### src/rtl/light_fault_monitor.sv
// light_fault_monitor: safety stage between the traffic light controller
// and the lamps. Validates the one-hot NS/EW codes every cycle, passes
// good samples through with one cycle of latency, and on any violation
// latches a fault code and flashes red in both directions until cleared.
module light_fault_monitor #(
    parameter int unsigned MIN_YELLOW = 5,
    parameter int unsigned MAX_HOLD   = 40,
    parameter int unsigned FLASH_HALF = 2,
    parameter int unsigned CNT_W      = 8
) (
    input  logic       clk,
    input  logic       rst,
    input  logic [2:0] ns_in,
    input  logic [2:0] ew_in,
    input  logic       clear_fault,
    output logic [2:0] ns_lamp,
    output logic [2:0] ew_lamp,
    output logic       fault,
    output logic [2:0] fault_code
);

    localparam logic [2:0] GREEN  = 3'b001;
    localparam logic [2:0] YELLOW = 3'b010;
    localparam logic [2:0] RED    = 3'b100;
    localparam logic [2:0] DARK   = 3'b000;

    localparam logic [2:0] CODE_NONE     = 3'd0;
    localparam logic [2:0] CODE_INVALID  = 3'd1;
    localparam logic [2:0] CODE_CONFLICT = 3'd2;
    localparam logic [2:0] CODE_TRANS    = 3'd3;
    localparam logic [2:0] CODE_SHORT    = 3'd4;
    localparam logic [2:0] CODE_STUCK    = 3'd5;

    localparam logic [CNT_W-1:0] ONE        = CNT_W'(1);
    localparam logic [CNT_W-1:0] MIN_YEL_C  = CNT_W'(MIN_YELLOW);
    localparam logic [CNT_W-1:0] MAX_HOLD_C = CNT_W'(MAX_HOLD);
    localparam logic [CNT_W-1:0] HALF_C     = CNT_W'(FLASH_HALF);

    typedef enum logic [1:0] {
        RESYNC,
        CHECK,
        FLASH
    } state_t;

    state_t state, state_next;

    logic [2:0]       prev_ns, prev_ew;
    logic [CNT_W-1:0] hold_cnt, yel_ns, yel_ew, flash_cnt;
    logic             flash_on;

    logic [2:0]       prev_ns_d, prev_ew_d, ns_lamp_d, ew_lamp_d, fault_code_d;
    logic [CNT_W-1:0] hold_cnt_d, yel_ns_d, yel_ew_d, flash_cnt_d;
    logic             flash_on_d, fault_d;

    logic       ns_ok, ew_ok, sync_ok, changed;
    logic [2:0] code_det;

    // G->R, Y->G and R->Y skip a phase of the light cycle.
    function automatic logic bad_step(input logic [2:0] p, input logic [2:0] n);
        return (p == GREEN && n == RED) || (p == YELLOW && n == GREEN) ||
               (p == RED && n == YELLOW);
    endfunction

    function automatic logic short_yel(input logic [2:0] p, input logic [2:0] n,
                                       input logic [CNT_W-1:0] cnt);
        return (p == YELLOW) && (n == RED) && (cnt < MIN_YEL_C);
    endfunction

    function automatic logic [CNT_W-1:0] sat_inc(input logic [CNT_W-1:0] v);
        return (v == '1) ? v : v + ONE;
    endfunction

    assign ns_ok   = $onehot(ns_in);
    assign ew_ok   = $onehot(ew_in);
    assign sync_ok = ns_ok && ew_ok && (ns_in == RED || ew_in == RED);
    assign changed = ({ns_in, ew_in} != {prev_ns, prev_ew});

    // Classify the current sample; checks are ordered so the lowest code wins.
    always_comb begin
        code_det = CODE_NONE;
        if (!(ns_ok && ew_ok))
            code_det = CODE_INVALID;
        else if (ns_in != RED && ew_in != RED)
            code_det = CODE_CONFLICT;
        else if (bad_step(prev_ns, ns_in) || bad_step(prev_ew, ew_in))
            code_det = CODE_TRANS;
        else if (short_yel(prev_ns, ns_in, yel_ns) || short_yel(prev_ew, ew_in, yel_ew))
            code_det = CODE_SHORT;
        else if (!changed && hold_cnt == MAX_HOLD_C)
            code_det = CODE_STUCK;
    end

    // State register.
    always_ff @(posedge clk) begin
        if (rst) state <= RESYNC;
        else     state <= state_next;
    end

    // Next-state logic.
    always_comb begin
        state_next = state;
        case (state)
            RESYNC:  if (sync_ok) state_next = CHECK;
            CHECK:   if (code_det != CODE_NONE) state_next = FLASH;
            FLASH:   if (clear_fault) state_next = RESYNC;
            default: state_next = RESYNC;
        endcase
    end

    // Next values of lamps, fault flags and the hold/yellow/flash counters.
    always_comb begin
        prev_ns_d    = prev_ns;
        prev_ew_d    = prev_ew;
        hold_cnt_d   = hold_cnt;
        yel_ns_d     = yel_ns;
        yel_ew_d     = yel_ew;
        flash_cnt_d  = flash_cnt;
        flash_on_d   = flash_on;
        fault_d      = fault;
        fault_code_d = fault_code;
        ns_lamp_d    = RED;
        ew_lamp_d    = RED;
        case (state)
            RESYNC: begin
                if (sync_ok) begin
                    prev_ns_d  = ns_in;
                    prev_ew_d  = ew_in;
                    ns_lamp_d  = ns_in;
                    ew_lamp_d  = ew_in;
                    hold_cnt_d = ONE;
                    yel_ns_d   = (ns_in == YELLOW) ? ONE : '0;
                    yel_ew_d   = (ew_in == YELLOW) ? ONE : '0;
                end
            end
            CHECK: begin
                if (code_det != CODE_NONE) begin
                    fault_d      = 1'b1;
                    fault_code_d = code_det;
                    flash_cnt_d  = ONE;
                    flash_on_d   = 1'b1;
                end else begin
                    prev_ns_d  = ns_in;
                    prev_ew_d  = ew_in;
                    ns_lamp_d  = ns_in;
                    ew_lamp_d  = ew_in;
                    hold_cnt_d = changed ? ONE : hold_cnt + ONE;
                    yel_ns_d   = (ns_in == YELLOW) ? sat_inc(yel_ns) : '0;
                    yel_ew_d   = (ew_in == YELLOW) ? sat_inc(yel_ew) : '0;
                end
            end
            FLASH: begin
                if (clear_fault) begin
                    fault_d      = 1'b0;
                    fault_code_d = CODE_NONE;
                    hold_cnt_d   = '0;
                    yel_ns_d     = '0;
                    yel_ew_d     = '0;
                    flash_cnt_d  = '0;
                    flash_on_d   = 1'b0;
                end else begin
                    // The counter rests at FLASH_HALF for one cycle before
                    // wrapping, giving FLASH_HALF cycles per phase.
                    if (flash_cnt == HALF_C) begin
                        flash_cnt_d = ONE;
                        flash_on_d  = ~flash_on;
                    end else begin
                        flash_cnt_d = flash_cnt + ONE;
                    end
                    ns_lamp_d = flash_on_d ? RED : DARK;
                    ew_lamp_d = flash_on_d ? RED : DARK;
                end
            end
            default: ;
        endcase
    end

    // Datapath and output registers.
    always_ff @(posedge clk) begin
        if (rst) begin
            prev_ns    <= RED;
            prev_ew    <= RED;
            hold_cnt   <= '0;
            yel_ns     <= '0;
            yel_ew     <= '0;
            flash_cnt  <= '0;
            flash_on   <= 1'b0;
            fault      <= 1'b0;
            fault_code <= CODE_NONE;
            ns_lamp    <= RED;
            ew_lamp    <= RED;
        end else begin
            prev_ns    <= prev_ns_d;
            prev_ew    <= prev_ew_d;
            hold_cnt   <= hold_cnt_d;
            yel_ns     <= yel_ns_d;
            yel_ew     <= yel_ew_d;
            flash_cnt  <= flash_cnt_d;
            flash_on   <= flash_on_d;
            fault      <= fault_d;
            fault_code <= fault_code_d;
            ns_lamp    <= ns_lamp_d;
            ew_lamp    <= ew_lamp_d;
        end
    end

endmodule

### config.mk
export PLATFORM = sky130hd
export DESIGN_NAME = light_fault_monitor
export DESIGN_NICKNAME = d
export VERILOG_FILES = /design/src/rtl/light_fault_monitor.sv
export SDC_FILE = /design/constraint.sdc
export NUM_CORES = 1
export LEC_CHECK = 0
export CAP_MARGIN = 30
export CORE_MARGIN = 8
export CORE_UTILIZATION = 35
export DETAILED_ROUTE_END_ITERATION = 16
export HOLD_SLACK_MARGIN = 0.1
export PLACE_DENSITY = 0.48
export SLEW_MARGIN = 10
export SYNTH_ARGS = -nofsm -noshare
export SYNTH_HDL_FRONTEND = slang
export SYNTH_SLANG_ARGS = --single-unit
### constraint.sdc
create_clock -name clk -period 3.85 [get_ports clk]
set_clock_uncertainty 0.05 [all_clocks]
set_input_delay 0.77 -clock clk [delete_from_list [all_inputs] [get_ports clk]]
set_output_delay 0.77 -clock clk [all_outputs]
set_load 0.01 [all_outputs]
==> results.py, run 1 <==
metrics = {
    "synth": {
        "yosysWarnings": 0,
        "yosys-top-cells-area": "dfxtp_1, ha_1, nand2_1, o21ai_0, nand3_1",
        "synth-seq-cells": 51,
        "synth_edf_count": 0,
        "synth_area_leader_cell": "dfxtp_1",
        "postSynth.asyncResetShare_pct": 0,
        "ys.flop_type": "dfxtp_1",
        "synth.avg_cell_area_um2": 8.33,
        "synthesis.area_um2": 3310,
        "yosysSeqAreaShare_pct": 30.9,
        "ys_types": 77,
        "synth_fp_nets": 421,
        "synth_cells": 397,
        "yosys.area.top_type_share_pct": 30.9,
    },
    "run": {
        "drv_cap": 0,
    },
    "cells_and_area": {
        "area_growth_pct": 16.1,
        "drive_gt1_share_pct": 13.5,
        "final_common_cell": "dfxtp_1",
        "nets": 460,
        "layout.cells.most_common_list": "dfxtp_1, nand2_1, buf_4, nor2_1, o21ai_0",
        "finalNonFillerCells": 548,
        "fin_util_pct": 41.8,
        "diodes": 0,
    },
    "clocking": {
        "cts_tree": "done",
        "clk_pin_slew_ns": 0.11,
        "clockBufferDepth": 2,
        "cts_sinks": 51,
        "htree_levels": 2,
        "clk_root_buffer_cell": "clkbuf_8",
        "cts_buffers": 5,
        "cts_setup_buffers": 0,
        "hold_buffers": 0,
        "cts-resized-gates": 0,
        "clk_latency_ns": 0.31,
    },
    "worst_setup_path": {
        "cp.arrival_ns": 3.72,
        "startpoint_type": "input pin",
        "worstRegToRegCells": 8,
        "endpoint_kind": "register",
        "cp.required_ns": 4.00,
        "critPathMaxFanout": 11,
        "rrSetupSlack_ns": 1.08,
        "path_class": "in -> reg",
    },
    "global_routing": {
        "grt_overflow": 0,
        "grt_pass1_vias": 3076,
        "grt_pass1_wl_um": 15500,
        "grt_max_degree": 33,
        "antenna_found_initial": 0,
        "grtUsageTotal_pct": 14.7,
    },
    "timing": {
        "setup_violations": 0,
        "timing.setup.tns_ns": 0,
        "tightestPinTransition_ns": 0.724,
        "slew-limit-headroom_pct": 51.1,
        "whs_ns": 0.437,
        "rsz0062_at_grt": "false",
        "min_period_ns": 3.57,
        "max_freq_mhz": 280,
        "finalCritPeriodShare_pct": 92.6,
        "hold_violations": 0,
        "maxSlewViolCount": 0,
    },
    "route": {
        "drtAntennaViolNets": 0,
        "dr.pass1.iters": 4,
        "vias": 3092,
        "drc": 0,
        "dr.first_iter.drc_count": 203,
        "wl_per_cell_um": 16.7,
        "routed_wl_um": 9170,
        "vias_per_cell": 5.64,
    },
    "placed_design": {
        "placedCellCount": 540,
        "hpwl_um": 6890,
        "place_congestion": 0.812,
        "port_buffers": 18,
    },
    "worst_hold_path": {
        "worstHoldPathCells": 2,
        "hp-class": "reg -> reg",
    },
    "die": {
        "die_y_um": 113,
        "start_util_pct": 36.0,
        "coreArea_um2": 9200,
        "row_count": 35,
        "die_x_um": 113,
        "io_pins": 19,
        "dieArea_um2": 12800,
    },
    "pwr": {
        "power.density_nw_per_um2": 253,
        "vdd_drop_max_uv": 142,
        "p_leak_uw": 0.00139,
    },
    "status": {
        "status": "completed",
    },
}
[final timing paths]
path,start,end
worst max register to register,prev_ew[0],flash_cnt[1]
worst min-delay path,fault,fault
worst max-delay path,ew_in[0],yel_ns[6]
worst min register to register,fault,fault
[state kept, by name (all words and copies together) (netlist names)]
name        count
ew_lamp         3
yel_ew          8
prev_ew         3
flash_cnt       8
state           2
fault           1
hold_cnt        8
yel_ns          8
ns_lamp         3
fault_code      3
prev_ns         3
flash_on        1
[synth_stat cells, types with 6 or more instances]
cell type  number
dfxtp_1        51
nand2_1        33
nor2_1         24
o21ai_0        24
inv_1          23
nand3_1        20
a21oi_1        19
nor3_1         15
ha_1           13
and3_1         12
a221o_1         9
clkbuf_1        8
nand4_1         8
nand2b_1        6
o31ai_1         6
[kinds of logic (layout without fill, tap and decap cells)]
group | count (synthesis) | count (layout) | synth area share (%)
compound gates | 112 | 112 | 24.8
xor+xnor | 7 | 7 | 1.85
fa+ha+maj | 15 | 15 | 6.13
buf+inv | 41 | 81 | 6.05
flops | 51 | 51 | 30.9
mux | 4 | 4 | 1.21
simple gates | 167 | 167 | 29.1
[worst max-delay path, stage by stage]
cell and delay, ns:
clkdlybuf4s50_1 0.48, inv_1 0.07, fa_1 0.49, nor4bb_1 0.41, o21a_1 0.33, nand4_2 0.14, o31ai_1 0.28, buf_4 0.23
a21oi_1 0.16, a221o_1 0.37
[stage by stage]
stage	total power (uW)	worst slack [ns]	area (um2)
floorplan	604	0.245	3310
global placement	646	0.102	3750
detailed placement	647	-0.0438	3750
CTS	986	0.284	3840
global route	1020	0.0447	3840
finish	972	0.283	3840
[report_power, final]
group	switching (uW)	leakage, uW	total [uW]	internal [uW]
Sequential	3.68	0.000411	534	530
Combinational	58.2	0.000941	100	42.1
Clock	207	0.0000408	338	131
Total	269	0.00139	972	703
[metal layers]
| layer | GRT usage, % | share of wire [%] |
|---|---|---|
| met1 | 19.0 | 49 |
| met2 | 24.5 | 46 |
| met3 | 2.45 | 3.3 |
| met4 | 4.62 | 1.3 |
| met5 | 0 | 0 |
[cell type report]
class	instances	area, um2
well taps	111	139
fillers	953	5350
clock buffers	5	68.8
flip-flops and latches	51	1020
clock inverters	3	23.8
inverters	24	90.1
multi-input cells	305	2090
repair buffers	49	413
(Power assumes the default switching activity.)
==> run 2: changes to the inputs <==
--- a/config.mk
+++ b/config.mk
@@ -5,7 +5,7 @@
 export SDC_FILE = /design/constraint.sdc
 export NUM_CORES = 1
 export LEC_CHECK = 0
-export CAP_MARGIN = 30
+export CAP_MARGIN = 20
 export CORE_MARGIN = 8
 export CORE_UTILIZATION = 35
 export DETAILED_ROUTE_END_ITERATION = 16
==> results of run 2 <==
The final DEF is identical to that of run 1; final timing and power are the same.
==> run 3: changes to the inputs <==
--- a/config.mk
+++ b/config.mk
@@ -8,6 +8,7 @@
 export CAP_MARGIN = 20
 export CORE_MARGIN = 8
 export CORE_UTILIZATION = 35
+export CTS_BUF_LIST = sky130_fd_sc_hd__clkbuf_4 sky130_fd_sc_hd__clkbuf_8
 export DETAILED_ROUTE_END_ITERATION = 16
 export HOLD_SLACK_MARGIN = 0.1
 export PLACE_DENSITY = 0.48
==> results of run 3 <==
The final DEF is identical to that of run 1; final timing and power are the same.
